--- src/rtl/spi_master_param_if.sv ---
// -----------------------------------------------------------------------------
// spi_master_param_if
// Control-side bus of the parametrised SPI master: transfer request, the
// per-transfer configuration latched on an accepted start, and the status /
// result returned by the master.
//   master modport : register/control block (drives start and configuration)
//   slave  modport : spi_master_param (returns busy, done, data_out)
// Signals:
//   start    transfer request, accepted only while busy=0
//   data_in  word to transmit
//   ss_sel   slave index
//   cpol     SCLK idle level (also drives idle sclk live)
//   cpha     clock phase
//   clk_div  half-period = clk_div+1 clk cycles
//   busy     transfer in progress
//   done     one-cycle end-of-transfer pulse
//   data_out received word, valid from done until the next done
// -----------------------------------------------------------------------------
interface spi_master_param_if #(
  parameter int DATA_W   = 8,
  parameter int SS_SEL_W = 1,
  parameter int DIV_W    = 8
);
  logic                start;
  logic [DATA_W-1:0]   data_in;
  logic [SS_SEL_W-1:0] ss_sel;
  logic                cpol;
  logic                cpha;
  logic [DIV_W-1:0]    clk_div;
  logic                busy;
  logic                done;
  logic [DATA_W-1:0]   data_out;

  modport master (
    output start, data_in, ss_sel, cpol, cpha, clk_div,
    input  busy, done, data_out
  );

  modport slave (
    input  start, data_in, ss_sel, cpol, cpha, clk_div,
    output busy, done, data_out
  );
endinterface

--- src/rtl/spi_master_param.sv ---
// -----------------------------------------------------------------------------
// spi_master_param
// Parametrised full-duplex SPI master. One accepted start runs exactly one
// DATA_W-bit transfer in any of the four CPOL/CPHA modes, with a runtime SCLK
// half-period of clk_div+1 clk cycles and NUM_SS active-low slave selects.
// Transfer phases: LEAD (ss_n asserted, H cycles), XFER (2*DATA_W half-periods,
// one SCLK edge at the start of each), TRAIL (H cycles), then done.
// Ports:
//   clk       system clock (posedge)
//   rst       synchronous active-high reset, aborts any transfer
//   lsb_first (only with SPI_MASTER_LSB_FIRST_EN) LSB-first order, latched on start
//   bus       control bus, slave modport of spi_master_param_if
//   miso      serial data from slave
//   sclk      SPI clock
//   mosi      serial data to slave
//   ss_n      active-low slave selects
// Optional feature macro: SPI_MASTER_LSB_FIRST_EN (adds lsb_first port).
// -----------------------------------------------------------------------------
module spi_master_param #(
  parameter int DATA_W   = 8,
  parameter int NUM_SS   = 1,
  parameter int SS_SEL_W = 1,
  parameter int DIV_W    = 8
) (
  input  logic              clk,
  input  logic              rst,
`ifdef SPI_MASTER_LSB_FIRST_EN
  input  logic              lsb_first,
`endif
  spi_master_param_if.slave bus,
  input  logic              miso,
  output logic              sclk,
  output logic              mosi,
  output logic [NUM_SS-1:0] ss_n
);

  localparam int EW = $clog2(2 * DATA_W + 1);
  localparam logic [EW-1:0] EDGE_ALL  = EW'(2 * DATA_W);
  localparam logic [EW-1:0] EDGE_LAST = EW'(2 * DATA_W - 1);

  typedef enum logic [1:0] {S_IDLE, S_LEAD, S_XFER, S_TRAIL} state_t;

  state_t              r_state;
  logic [DIV_W:0]      r_cnt;      // one extra bit so LEAD can start at -1
  logic [DIV_W-1:0]    r_div;
  logic [EW-1:0]       r_edge;     // SCLK edges produced so far
  logic [DATA_W-1:0]   r_tx;
  logic [DATA_W-1:0]   r_rx;
  logic [SS_SEL_W-1:0] r_ss_sel;
  logic                r_cpol;
  logic                r_cpha;
  logic                r_sclk;
  logic                r_mosi;
  logic [NUM_SS-1:0]   r_ss_n;
  logic                r_busy;
  logic                r_done;
  logic [DATA_W-1:0]   r_data_out;

  logic                w_tick;
  logic [NUM_SS-1:0]   w_ss_dec;
  logic [DATA_W-1:0]   w_tx_load;
  logic [DATA_W-1:0]   w_rx_word;

  // End of a half-period (or of the LEAD/TRAIL phase).
  assign w_tick = (r_cnt == {1'b0, r_div});

  // Out-of-range ss_sel matches no line, so no slave is selected.
  genvar gi;
  generate
    for (gi = 0; gi < NUM_SS; gi++) begin : g_ss_dec
      assign w_ss_dec[gi] = (r_ss_sel == SS_SEL_W'(gi)) ? 1'b0 : 1'b1;
    end
  endgenerate

`ifdef SPI_MASTER_LSB_FIRST_EN
  // LSB-first is handled by bit-reversing on load and on result, so the
  // shift datapath itself is always MSB-first.
  logic              r_lsb;
  logic [DATA_W-1:0] w_din_rev;
  logic [DATA_W-1:0] w_rx_rev;
  generate
    for (gi = 0; gi < DATA_W; gi++) begin : g_rev
      assign w_din_rev[gi] = bus.data_in[DATA_W-1-gi];
      assign w_rx_rev[gi]  = r_rx[DATA_W-1-gi];
    end
  endgenerate
  assign w_tx_load = lsb_first ? w_din_rev : bus.data_in;
  assign w_rx_word = r_lsb ? w_rx_rev : r_rx;
`else
  assign w_tx_load = bus.data_in;
  assign w_rx_word = r_rx;
`endif

  always_ff @(posedge clk) begin
    if (rst) begin
      r_state    <= S_IDLE;
      r_cnt      <= '0;
      r_div      <= '0;
      r_edge     <= '0;
      r_tx       <= '0;
      r_rx       <= '0;
      r_ss_sel   <= '0;
      r_cpol     <= 1'b0;
      r_cpha     <= 1'b0;
      r_sclk     <= 1'b0;
      r_mosi     <= 1'b0;
      r_ss_n     <= '1;
      r_busy     <= 1'b0;
      r_done     <= 1'b0;
      r_data_out <= '0;
`ifdef SPI_MASTER_LSB_FIRST_EN
      r_lsb      <= 1'b0;
`endif
    end else begin
      r_done <= 1'b0;
      case (r_state)
        S_IDLE: begin
          r_sclk <= bus.cpol;
          r_ss_n <= '1;
          if (bus.start) begin
            r_tx     <= w_tx_load;
            r_rx     <= '0;
            r_ss_sel <= bus.ss_sel;
            r_cpol   <= bus.cpol;
            r_cpha   <= bus.cpha;
            r_div    <= bus.clk_div;
            // Preload -1: the first LEAD cycle only asserts ss_n, so LEAD
            // then spans exactly H cycles with ss_n low before the first edge.
            r_cnt    <= '1;
            r_edge   <= '0;
            r_busy   <= 1'b1;
            r_state  <= S_LEAD;
`ifdef SPI_MASTER_LSB_FIRST_EN
            r_lsb    <= lsb_first;
`endif
          end
        end

        S_LEAD: begin
          r_ss_n <= w_ss_dec;
          r_sclk <= r_cpol;
          if (!r_cpha) r_mosi <= r_tx[DATA_W-1];
          if (w_tick) begin
            // First (leading) SCLK edge.
            r_cnt   <= '0;
            r_sclk  <= ~r_cpol;
            r_edge  <= EW'(1);
            r_state <= S_XFER;
            if (r_cpha) begin
              r_mosi <= r_tx[DATA_W-1];
              r_tx   <= r_tx << 1;
            end else begin
              r_rx <= {r_rx[DATA_W-2:0], miso};
            end
          end else begin
            r_cnt <= r_cnt + 1'b1;
          end
        end

        S_XFER: begin
          if (w_tick) begin
            r_cnt <= '0;
            if (r_edge == EDGE_ALL) begin
              // Last half-period after the final edge has elapsed.
              r_state <= S_TRAIL;
            end else begin
              r_sclk <= ~r_sclk;
              r_edge <= r_edge + 1'b1;
              if (r_edge[0]) begin
                // Trailing edge.
                if (r_cpha) begin
                  r_rx <= {r_rx[DATA_W-2:0], miso};
                end else if (r_edge != EDGE_LAST) begin
                  r_mosi <= r_tx[DATA_W-2];
                  r_tx   <= r_tx << 1;
                end
              end else begin
                // Leading edge.
                if (r_cpha) begin
                  r_mosi <= r_tx[DATA_W-1];
                  r_tx   <= r_tx << 1;
                end else begin
                  r_rx <= {r_rx[DATA_W-2:0], miso};
                end
              end
            end
          end else begin
            r_cnt <= r_cnt + 1'b1;
          end
        end

        S_TRAIL: begin
          r_sclk <= r_cpol;
          if (w_tick) begin
            r_cnt      <= '0;
            r_ss_n     <= '1;
            r_busy     <= 1'b0;
            r_done     <= 1'b1;
            r_data_out <= w_rx_word;
            r_state    <= S_IDLE;
          end else begin
            r_cnt <= r_cnt + 1'b1;
          end
        end

        default: r_state <= S_IDLE;
      endcase
    end
  end

  assign sclk         = r_sclk;
  assign mosi         = r_mosi;
  assign ss_n         = r_ss_n;
  assign bus.busy     = r_busy;
  assign bus.done     = r_done;
  assign bus.data_out = r_data_out;

endmodule

--- src/flat_wrapper.sv ---
// flat-port wrapper written by rule: the top's interface ports become plain ports
module spi_master_param_flat 
#(
  parameter int DATA_W   = 8,
  parameter int NUM_SS   = 1,
  parameter int SS_SEL_W = 1,
  parameter int DIV_W    = 8
)
  (clk, rst, miso, sclk, mosi, ss_n, bus_start, bus_data_in, bus_ss_sel, bus_cpol, bus_cpha, bus_clk_div, bus_busy, bus_done, bus_data_out);
  spi_master_param_if #(.DATA_W(DATA_W), .SS_SEL_W(SS_SEL_W), .DIV_W(DIV_W)) bus_i ();
  input  logic clk;
  input  logic rst;
  input  logic miso;
  output logic sclk;
  output logic mosi;
  output logic [NUM_SS-1:0] ss_n;
  input wire logic [$bits(bus_i.start)-1:0] bus_start;
  input wire logic [$bits(bus_i.data_in)-1:0] bus_data_in;
  input wire logic [$bits(bus_i.ss_sel)-1:0] bus_ss_sel;
  input wire logic [$bits(bus_i.cpol)-1:0] bus_cpol;
  input wire logic [$bits(bus_i.cpha)-1:0] bus_cpha;
  input wire logic [$bits(bus_i.clk_div)-1:0] bus_clk_div;
  output wire logic [$bits(bus_i.busy)-1:0] bus_busy;
  output wire logic [$bits(bus_i.done)-1:0] bus_done;
  output wire logic [$bits(bus_i.data_out)-1:0] bus_data_out;
  assign bus_i.start = bus_start;
  assign bus_i.data_in = bus_data_in;
  assign bus_i.ss_sel = bus_ss_sel;
  assign bus_i.cpol = bus_cpol;
  assign bus_i.cpha = bus_cpha;
  assign bus_i.clk_div = bus_clk_div;
  assign bus_busy = bus_i.busy;
  assign bus_done = bus_i.done;
  assign bus_data_out = bus_i.data_out;
  spi_master_param #(.DATA_W(DATA_W), .NUM_SS(NUM_SS), .SS_SEL_W(SS_SEL_W), .DIV_W(DIV_W)) u_core (.clk(clk), .rst(rst), .bus(bus_i), .miso(miso), .sclk(sclk), .mosi(mosi), .ss_n(ss_n));
endmodule
--- config.mk ---
export PLATFORM = sky130hd
export DESIGN_NAME = spi_master_param_flat
export DESIGN_NICKNAME = d
export VERILOG_FILES = /design/src/rtl/spi_master_param_if.sv /design/src/rtl/spi_master_param.sv /design/src/flat_wrapper.sv
export SDC_FILE = /design/constraint.sdc
export NUM_CORES = 1
export LEC_CHECK = 0
export ABC_AREA = 1
export CAP_MARGIN = 20
export CORE_MARGIN = 5
export CORE_UTILIZATION = 42
export DETAILED_ROUTE_END_ITERATION = 10
export GPL_ROUTABILITY_DRIVEN = 0
export GPL_TIMING_DRIVEN = 0
export PLACE_DENSITY = 0.68
export SYNTH_ARGS = -nofsm -noshare
export SYNTH_HDL_FRONTEND = slang
export SYNTH_SLANG_ARGS = --single-unit
export TNS_END_PERCENT = 50
--- constraint.sdc ---
create_clock -name clk -period 2.5 [get_ports clk]
set_clock_uncertainty 0.05 [all_clocks]
set_input_delay 0.625 -clock clk [delete_from_list [all_inputs] [get_ports clk]]
set_output_delay 0.625 -clock clk [all_outputs]
set_load 0.005 [all_outputs]
* After elaboration in Yosys (flattened, before gate mapping) *
Cells that the tools add are included.

storage, ports and cells
  bits of input ports = 23
  output and inout port bits = 13
  flip-flop bits (word level) = 56
  word-level logic and storage cells = 106

cells by class
  bitwise gates (word level) = 3
  reduce and logical (&&, ||, !) cells = 17
  multiplexer cells = 52
  equal/unequal tests = 17
  add/subtract/negate cells = 2

operator list
  operator                                                         count
  8-bit 2-to-1 mux                                                 15
  8-bit one-hot mux with 3 select lines                            2
  5-bit 2-to-1 mux                                                 4
  9-bit 2-to-1 mux                                                 2
  9-bit one-hot mux with 2 select lines                            1
  1-bit 2-to-1 mux                                                 17
  5-bit one-hot mux with 3 select lines                            1
  6-bit AND reduction                                              2
  2-bit 2-to-1 mux                                                 5
  5-bit AND reduction                                              2
  9-bit by 1-bit adder with 9-bit output, second input constant    1
  9-bit by 8-bit equality test with 1-bit output                   1
  3-bit != test, second input constant                             3
  2-bit by 1-bit != test with 1-bit output, second input constant  4
  2-bit one-hot mux with 4 select lines                            1
  2-bit AND reduction                                              4
  7-bit AND reduction                                              1
  3-bit by 1-bit != test with 1-bit output, second input constant  2
  3-bit nonzero test                                               2
  5-bit by 1-bit adder with 5-bit output, second input constant    1
  5-bit equality test, second input constant                       1
  5-bit by 4-bit != test with 1-bit output, second input constant  1
  2-bit equality test, second input constant                       2
  2-bit != test, second input constant                             2
  10 further kinds                                                 14

* Logic depth before layout (Yosys ltp) *
Gate-level depths: netlist of run 1.

  word-level depth = 7
  mapped depth = 14
  mapped depth without buffers = 13

* Worst setup path after synthesis of run 1 *
No wires, ideal clock.

  kind = register to register
  from = register u_core.r_state[0]
  to = register u_core.r_tx[7]
  arrival = 1.621 ns
  required time = 2.340 ns
  stages on the path, launching flop included = 12
  setup time = 0.110 ns
  setup slack = 0.719 ns
  clock period less this slack = 1.781 ns
  buffers on the path = 1
  cells stage by stage = dfxtp_1 inv_1 ha_1 inv_1 nor2_2 inv_1 nand2_1 a21oi_4 buf_6 nand4_1 nand2_1 nor2_1

between the ends
  word-level cells in the longest chain between the ends = 3
  elaborated cells on any way between the ends = 12
  those cells by class = 8 x eq/ne; 1 x mux; 3 x reduce/logical

RTL lines
  item                                             line                     source
  start: declaration                               spi_master_param.sv:43   state_t r_state;
  start signal: assignment                         spi_master_param.sv:96   r_state <= S_IDLE;
  start signal: assignment                         spi_master_param.sv:132  r_state <= S_LEAD;
  start signal: assignment                         spi_master_param.sv:148  r_state <= S_XFER;
  2-bit equality test (tied with other cells)      spi_master_param.sv:116  case (r_state)
  3-bit != test (no line) (tied with other cells)  n/a
  7-bit AND reduction (no line)                    n/a
  end signal: assignment                           spi_master_param.sv:121  r_tx <= w_tx_load;
  end signal: assignment                           spi_master_param.sv:151  r_tx <= r_tx << 1;
  end signal: assignment                           spi_master_param.sv:175  r_tx <= r_tx << 1;
  end: declaration                                 spi_master_param.sv:47   logic [DATA_W-1:0] r_tx;

Several ways; a longest one is shown, not always the timed one.
A chain may end at the register's enable or synchronous reset.

* Worst setup path after layout of run 1 *
  from = register u_core.r_edge[1]
  to = register u_core.r_tx[5]

between the ends
  word-level cells in the longest chain between the ends = 3
  elaborated cells on any way between the ends = 5
  those cells by class = 4 x eq/ne; 1 x reduce/logical

RTL lines
  item                                                                             line                                              source
  start: declaration                                                               spi_master_param.sv:46                            logic [EW-1:0] r_edge;
  start signal: assignment                                                         spi_master_param.sv:168                           r_edge <= r_edge + 1'b1;
  5-bit by 4-bit != test with 1-bit output or 5-bit equality test (tied branches)  spi_master_param.sv:173, spi_master_param.sv:163
  3-bit != test (no line) or 2-bit != test (tied branches)                         n/a
  7-bit AND reduction (no line) *                                                  n/a
  end signal: assignment                                                           spi_master_param.sv:151
  end signal: assignment                                                           spi_master_param.sv:175
  end signal: assignment                                                           spi_master_param.sv:181                           r_tx <= r_tx << 1;

Every way passes the cells marked *; elsewhere a longest branch is shown, timed or not.

==> results of run 1 <==
==> flip-flops by register name, indices dropped and copies added (netlist names) <==
register,cells
u_core.bus.busy,1
u_core.r_cpol,1
u_core.r_cpha,1
u_core.sclk,1
u_core.r_state,2
u_core.r_div,8
u_core.r_cnt,9
u_core.r_rx,8
u_core.r_tx,8
u_core.mosi,1
u_core.bus.done,1
u_core.ss_n,1
u_core.r_edge,5
u_core.r_ss_sel,1
u_core.bus.data_out,8
==> cells in the final DEF (no fill, tap or decap), types with 3 or more instances in the layout <==
cell type / Yosys / routed
a221oi_1: 4 / 4
clkdlybuf4s50_1: 0 / 35
inv_1: 85 / 85
clkbuf_1: 10 / 11
clkbuf_8: 0 / 5
ha_1: 10 / 10
nand3_2: 3 / 3
nor2_1: 52 / 52
nand2_1: 115 / 115
dfxtp_1: 56 / 56
a21oi_2: 4 / 4
a21oi_1: 36 / 36
buf_6: 5 / 5
nor2_2: 4 / 4
nand2_2: 4 / 4
nand3_1: 33 / 33
nand4_1: 16 / 16
nor3_1: 4 / 4
o21ai_0: 48 / 48
==> report_power, final <==
group | switching (mW) | total (mW) | internal [mW]
logic | 1.38 | 2.17 | 0.786
registers | 0.195 | 1.34 | 1.14
clock network | 0.309 | 0.509 | 0.200
==> path summary, 6_finish.rpt <==
kind | to | slack [ns] | cells after the start
setup / recovery | u_core.r_tx[5] | 0.33 | 9
hold / removal | u_core.bus.data_out[4] | 0.42 | 2
setup reg to reg | u_core.r_tx[5] | 0.33 | 9
hold reg to reg | u_core.bus.data_out[4] | 0.42 | 2
==> cell type report <==
type                       instances  area [sq um]
fill                             788          3829
multi-input combinational        352          1793
sequential                        56          1121
timing repair buffer              35         350.3
inverter                          88         330.3
buffer                            21         127.6
tap                              102         127.6
clock buffer                       6         72.57
clock inverter                     2         16.27
==> logic make-up (layout without fill, tap and decap cells) <==
logic type,count (synthesis),after routing
XOR/XNOR,2,2
adder cells (fa/ha/maj),10,10
AO/OA/AOI/OAI,102,102
flip-flops,56,56
AND/OR/NAND/NOR,238,238
buffers and inverters,109,152
==> per-stage QoR <==
step / instance area [sq um] / std cells / setup WS (ns)
6_report: 3939 / 662 / 0.3320
5_1_grt: 3939 / 662 / 0.09063
4_1_cts: 3939 / 662 / 0.3455
3_5_place_dp: 3850 / 654 / 0.03068
3_3_place_gp: 3850 / 654 / 0.04446
2_1_floorplan: 3372 / 517 / 0.7195
==> metal layers <==
metal / wire length [microns] / GRT usage [%] / vias to the layer above
li1: - / - / 1740
met1: 4113 / 25.72 / 1508
met2: 3879 / 27.79 / 97
met3: 488 / 2.945 / 4
met4: 68 / 5.357 / 0
met5: 0 / 0 / -
==> worst max-delay path: cells and delay by family, from the launching register on <==
kind                       cells  cell delay (ns)
and+or+nand+nor                5             0.59
adders and majority gates      2             0.39
buffers and inverters          1             0.04
DFF                            1             0.35
AOI/OAI and AO/OA              1             0.67
==> flow_summary.ini, run 1 <==
[run_status]
status = finished, final reports clean

[sta]
tightest_slew_ns = 0.8386
rsz0062_at_grt = false
finalSetupViolCount = 0
hold_viol = 0
hold_slack_ns = 0.4192
period_needed_ns = 2.168
finalMaxSlewViolations = 0
tns_ns = 0
slew_headroom_pct = 43.72
period_share_pct = 86.72
fmax_mhz = 461.3

[setup_path]
crit_chain = ha_1 > nand2_1 > nor2_1 > ha_1 > o21ai_1 > nand4_4 > nand2_1 > inv_1 > nor2_1
end_kind = flip-flop
crit_start = u_core.r_edge[1]
reg2reg_from = u_core.r_edge[1]
cp.arrival_ns = 2.37
startpoint_type = flip-flop
path_max_fanout = 9
cpMaxStageDelayCell = o21ai_1
path_class = reg2reg
max_stage_delay_ns = 0.67
required_ns = 2.70

[global_route]
grt_max_degree = 18
grt_pass1_wl_microns = 14680
grt_pass1_vias = 3111
antenna_found_initial = 0
grt-ovfl-total = 0
grt_usage_pct = 17.99

[logic_synthesis]
synthXorXnorAreaFrac_pct = 0.5195
synth_fa_ha_area_share_pct = 3.711
synth_most_common_cell = nand2_1
yosys.area.top_type = dfxtp_1
ys_ff_latch = 56
synth_compound_area_share_pct = 16.85
yosys_most_used_dff = dfxtp_1
yosys_warnings = 0
synth_area_per_cell_sq_um = 6.522
syn_area_sq_um = 3372
synth-simple-area-share_pct = 32.10
ys_types = 36
synthMuxAreaShare_pct = 0
synthArstFlopShare_pct = 0
synthTopCellsByCount = nand2_1, inv_1, dfxtp_1
synth_top_family_by_area = simple AND/OR/NAND/NOR gates
syn-num-nets = 550
netlist_instances = 517
synth_edf_count = 0
ys_seq_area_share_pct = 33.25
synth_top_area_share_pct = 33.25
synth.area.top_cells = dfxtp_1, nand2_1, inv_1, o21ai_0, nor2_1

[clock_tree]
cts_tree = done
cts_setup_buffers = 0
htreeDepth = 2
clockBufferDepth = 2
clock_latency_ns = 0.31
clockRootBuffer = clkbuf_8
cts_resized = 0
cts.sinks = 56
cts_made_buffers = 5
hold_buffers = 0
clkSlewWorstSetupHoldPaths_ns = 0.11

[pwr]
power_mw = 4.012
cellLeakagePower_nw = 1.740
power_density_nw_per_um2 = 1019
ir_worst_vdd_v = 0.0004381

[drt]
vias = 3349
dr.pass1.iters = 5
wl_per_cell_microns = 12.92
ant_nets = 0
vias_per_cell = 5.059
drt_iter0_markers = 173
routed_wl_microns = 8550
drcViolationCount = 0

[layout]
area_growth_pct = 16.81
drive_gt1_share_pct = 7.321
final_util_pct = 50.71
final_nets = 592
antenna_cells = 0

[placed_design]
port_buffers = 35
dpl.hpwl_microns = 6292

[min_path]
hold_path_class = reg2reg
min_from = u_core.bus.data_out[4]

[floorplanning]
pin_count = 36
fp.dieH_microns = 99.60
core_area_sq_um = 7767
rows = 32
initial_utilization_pct = 43.41
fp.dieArea_sq_um = 9920
die_width_microns = 99.60

[job]
maxCapViolCount = 0
Note: power is estimated with default switching activity, not from simulation.
==> run 2: changes to the inputs <==
CORE_MARGIN = not set   (was 5)
==> run 2 against run 1 <==
Global-route usage grew 3.5 points. First-iteration DRC count increased by 10%. Cell count unchanged. Non-clock buffer count unchanged. Critical endpoint is now u_core.r_rx[4]. Highest routed layer unchanged.
==> flow_summary.ini, run 2 (synthesis gave the netlist of run 1 again) <==
[floorplanning]
fp.dieArea_sq_um = 8391
initial_utilization_pct = 43.64
fp.dieH_microns = 91.60
die_width_microns = 91.60
rows = 32
pin_count = 36
core_area_sq_um = 7727

[min_path]
min_from = u_core.bus.data_out[6]
whs_path_depth = 2
hold_path_class = reg2reg

[clock_tree]
clockBufferDepth = 2
cts.sinks = 56
cts_setup_buffers = 0
hold_buffers = 0
clock_latency_ns = 0.31
cts_resized = 0
cts_tree = done
cts_made_buffers = 5
clockRootBuffer = clkbuf_8
clkSlewWorstSetupHoldPaths_ns = 0.11
htreeDepth = 2

[layout]
drive_gt1_share_pct = 7.321
largest_reg_flops = 9
final_common_cell = nand2_1
fillers = 782
final_nets = 592
area_growth_pct = 17.37
layout_common_cells = nand2_1, inv_1, dfxtp_1
final_util_pct = 51.21
antenna_cells = 0
top_register = u_core.r_cnt

[pwr]
power_density_nw_per_um2 = 1043
ir_worst_vdd_v = 0.0004442
cellLeakagePower_nw = 1.754

[setup_path]
startpoint_type = input pin
path_class = in2reg
end_kind = flip-flop
reg2reg_from = u_core.r_state[1]
required_ns = 2.67
path_max_fanout = 10
crit_start = bus_start
cp.arrival_ns = 2.34
reg2reg_depth = 13

[global_route]
antenna_found_initial = 0
grt_max_degree = 17
met2_usage_pct = 34.96
grt_usage_pct = 21.44
grt_pass1_wl_microns = 14460
grt_busiest_layer = met2
grt-ovfl-total = 0
grtUsageMet3_pct = 3.350
grt_pass1_vias = 3118
use_met1_pct = 28.81

[sta]
fmax_mhz = 461.8
slew_headroom_pct = 48.84
tightest_slew_ns = 0.7622
finalSetupViolCount = 0
period_needed_ns = 2.165
period_share_pct = 86.62
rsz0062_at_grt = false
hold_viol = 0
tns_ns = 0
finalMaxSlewViolations = 0

[drt]
dr.pass1.iters = 4
vias_per_cell = 5.115
routed_wl_microns = 8665
ant_nets = 0
wl_per_cell_microns = 13.09
drt_iter0_markers = 191
vias = 3386
drcViolationCount = 0

[placed_design]
dpl.hpwl_microns = 6275
port_buffers = 35

[run_status]
status = finished, final reports clean

[job]
maxCapViolCount = 0
## run 2: cell count changes in the layout (fill, tap and decap cells not counted)
cell,change
bufinv_16,+1
clkinv_2,+1
clkinv_4,-1
clkinvlp_4,-1
## run 2: where the power goes
group	switching (mW)	total, mW	internal [mW]	leakage, nW
logic	1.39	2.18	0.786	1.24
clock network	0.315	0.614	0.298	0.0552
registers	0.195	1.34	1.14	0.462
total	1.90	4.13	2.23	1.75
## run 2: through the flow
stage / hold WS [ns] / std cells / area [sq um] / setup slack [ns] / power (mW)
after floorplan: 0.3944 / 517 / 3372 / 0.7195 / 2.955
after global placement: 0.4008 / 654 / 3850 / 0.04789 / 3.447
after detailed placement: 0.4027 / 654 / 3850 / 0.01880 / 3.501
after CTS: 0.4165 / 662 / 3958 / 0.3422 / 4.112
after global routing: 0.4396 / 662 / 3958 / 0.07765 / 4.483
final: 0.4200 / 662 / 3958 / 0.3346 / 4.127
## run 2: layout make-up
type	count	area (sq um)	share of cell area (%)
Multi-Input combinational cell	352	1793	45.31
Sequential cell	56	1121	28.33
Timing Repair Buffer	35	350.3	8.852
Inverter	88	330.3	8.347
Buffer	21	127.6	3.225
Tap cell	102	127.6	3.225
Clock buffer	6	72.57	1.834
Clock inverter	2	35.03	0.8852
## run 2: per-layer routing
| layer | vias to the layer above | wire length [microns] |
|---|---|---|
| met2 | 78 | 4021 |
| met5 | - | 0 |
| met3 | 9 | 361 |
| met4 | 0 | 116 |
| met1 | 1559 | 4165 |
| li1 | 1740 | - |
## run 2: worst max-delay path, cell delays in order
cell and delay, ns:
clkdlybuf4s50_1 0.51, nor2_2 0.10, inv_1 0.32, nand2_1 0.15, a21oi_4 0.20, buf_6 0.19
nand4_1 0.09, nand2_1 0.10, nor2_1 0.04
## run 2: worst paths after layout
kind	slack, ns	end
max	0.33	u_core.r_rx[4]
min	0.42	u_core.bus.data_out[6]
max reg2reg	0.34	u_core.r_rx[4]
min reg2reg	0.42	u_core.bus.data_out[6]
==> run 3: changes to the inputs <==
CORE_ASPECT_RATIO = 1.4   (was not set)
CORE_UTILIZATION = 46   (was 42)
PLACE_DENSITY = 0.73   (was 0.68)
clock period = 2.66 ns   (was 2.5 ns; I/O delays follow)
==> run 3 against run 2 <==
Utilization rose by 4.8 points. Die area fell by 8.4%. Design area fell by 0.51%. Combinational power fell by 7%. First-iteration DRC count fell by 27%. Largest cell class unchanged.
==> flow_summary.ini, run 3 (synthesis gave the netlist of run 1 again) <==
[min_path]
hold_path_class = reg2reg

[layout]
area_growth_pct = 16.77
final_common_cell = nand2_1
layout_common_cells = nand2_1, inv_1, dfxtp_1
antenna_cells = 0
largest_reg_flops = 9
final_util_pct = 56.04
drive_gt1_share_pct = 7.500
final_cell_area_sq_um = 3938
top_register = u_core.r_cnt
fillers = 728
instances_no_fill = 655
final_nets = 592

[pwr]
ir_worst_vdd_v = 0.0004443
cellLeakagePower_nw = 1.745
power_density_nw_per_um2 = 962.7
power_mw = 3.791

[global_route]
grt_usage_pct = 22.84
grt_pass1_wl_microns = 13820
antenna_found_initial = 0
grt_pass1_vias = 3162
grt-ovfl-total = 0
grt_max_degree = 20

[drt]
ant_nets = 0
dr.pass1.iters = 5
vias_per_cell = 5.255
drt_iter0_markers = 140
routed_wl_microns = 8369
wl_per_cell_microns = 12.78
drcViolationCount = 0
vias = 3442

[clock_tree]
clock_latency_ns = 0.32
htreeDepth = 2
clockBufferDepth = 2
hold_buffers = 0
cts_resized = 0
clkSlewWorstSetupHoldPaths_ns = 0.11
cts.sinks = 56
clockRootBuffer = clkbuf_8
cts_made_buffers = 5
cts_tree = done
cts_setup_buffers = 0

[placed_design]
dpl.hpwl_microns = 6207
dpl_worst_slack_ns = 0.1804
dp_cells = 647
port_buffers = 35
dpl-instance-area_sq_um = 3841

[setup_path]
end_kind = flip-flop
crit_chain = clkdlybuf4s50_1 > nor2_2 > inv_1 > nand2_1 > a21oi_4 > buf_6 > nand4_1 > nand2_1 > nor2_1
cpMaxStageDelayCell = clkdlybuf4s50_1
path_buf_inv = 3
crit_top_cell = nand2_1
required_ns = 2.84
cp_top_family = buffers and inverters
path_max_fanout = 10
max_stage_delay_ns = 0.50
cp.arrival_ns = 2.33
path_class = in2reg
startpoint_type = input pin

[sta]
period_needed_ns = 2.150
period_share_pct = 80.82
finalSetupViolCount = 0
hold_viol = 0
rsz0062_at_grt = false
tightest_slew_ns = 0.7485
finalWorstSetupSlack_ns = 0.5101
fmax_mhz = 465.1
finalMaxSlewViolations = 0
tns_ns = 0
slew_headroom_pct = 49.76
hold_slack_ns = 0.4212

[floorplanning]
core_area_sq_um = 7027
fp.dieH_microns = 103.3
initial_utilization_pct = 47.99
pin_count = 36
die_width_microns = 74.36
fp.dieArea_sq_um = 7682
rows = 36

[run_status]
status = finished, final reports clean

[job]
maxCapViolCount = 0
## run 3: cell count changes in the layout (fill, tap and decap cells not counted)
cell        delta
clkinv_4       +1
clkinv_2       -1
clkbuf_1       -1
clkinvlp_4     +1
inv_8          +1
bufinv_16      -1
## run 3: area by class of cell
| class | instances | area [sq um] | share of cell area, % |
|---|---|---|---|
| clock inverter | 3 | 27.53 | 0.6991 |
| buffer | 21 | 127.6 | 3.241 |
| inverter | 88 | 330.3 | 8.389 |
| clock buffer | 5 | 68.82 | 1.748 |
| sequential | 56 | 1121 | 28.47 |
| timing repair buffer | 35 | 350.3 | 8.897 |
| multi-input combinational | 352 | 1793 | 45.54 |
| tap | 95 | 118.9 | 3.019 |
## run 3: worst paths after layout
path                               start                      to  slack (ns)  depth (start not counted)
setup / recovery               bus_start          u_core.r_rx[6]        0.51                          9
hold reg to reg   u_core.bus.data_out[4]  u_core.bus.data_out[4]        0.42                          2
hold / removal    u_core.bus.data_out[4]  u_core.bus.data_out[4]        0.42                          2
setup reg to reg       u_core.r_state[1]          u_core.r_rx[2]        0.52                         10
## run 3: report_power, final
part / total (mW) / switching [mW] / leakage (nW) / internal [mW]
combinational: 2.03 / 1.29 / 1.24 / 0.740
clock: 0.511 / 0.317 / 0.0463 / 0.195
sequential: 1.25 / 0.177 / 0.462 / 1.07
total: 3.79 / 1.78 / 1.74 / 2.01
## run 3: metal layers
layer	up-vias	routed length, microns	track usage, %
met4	0	133	6.821
li1	1742	-	-
met3	9	378	2.907
met1	1598	3462	25.25
met5	-	0	0
met2	93	4395	44.21
## run 3: worst register-to-register path, cell delays in order, from the launching register on
cell and delay (ns):
dfxtp_1 0.44, inv_1 0.11, ha_1 0.43, nand2_1 0.25, o21ai_0 0.18, inv_1 0.14
o21ai_0 0.17, inv_1 0.06, nand4_1 0.09, nand2_1 0.08, nor2_1 0.10
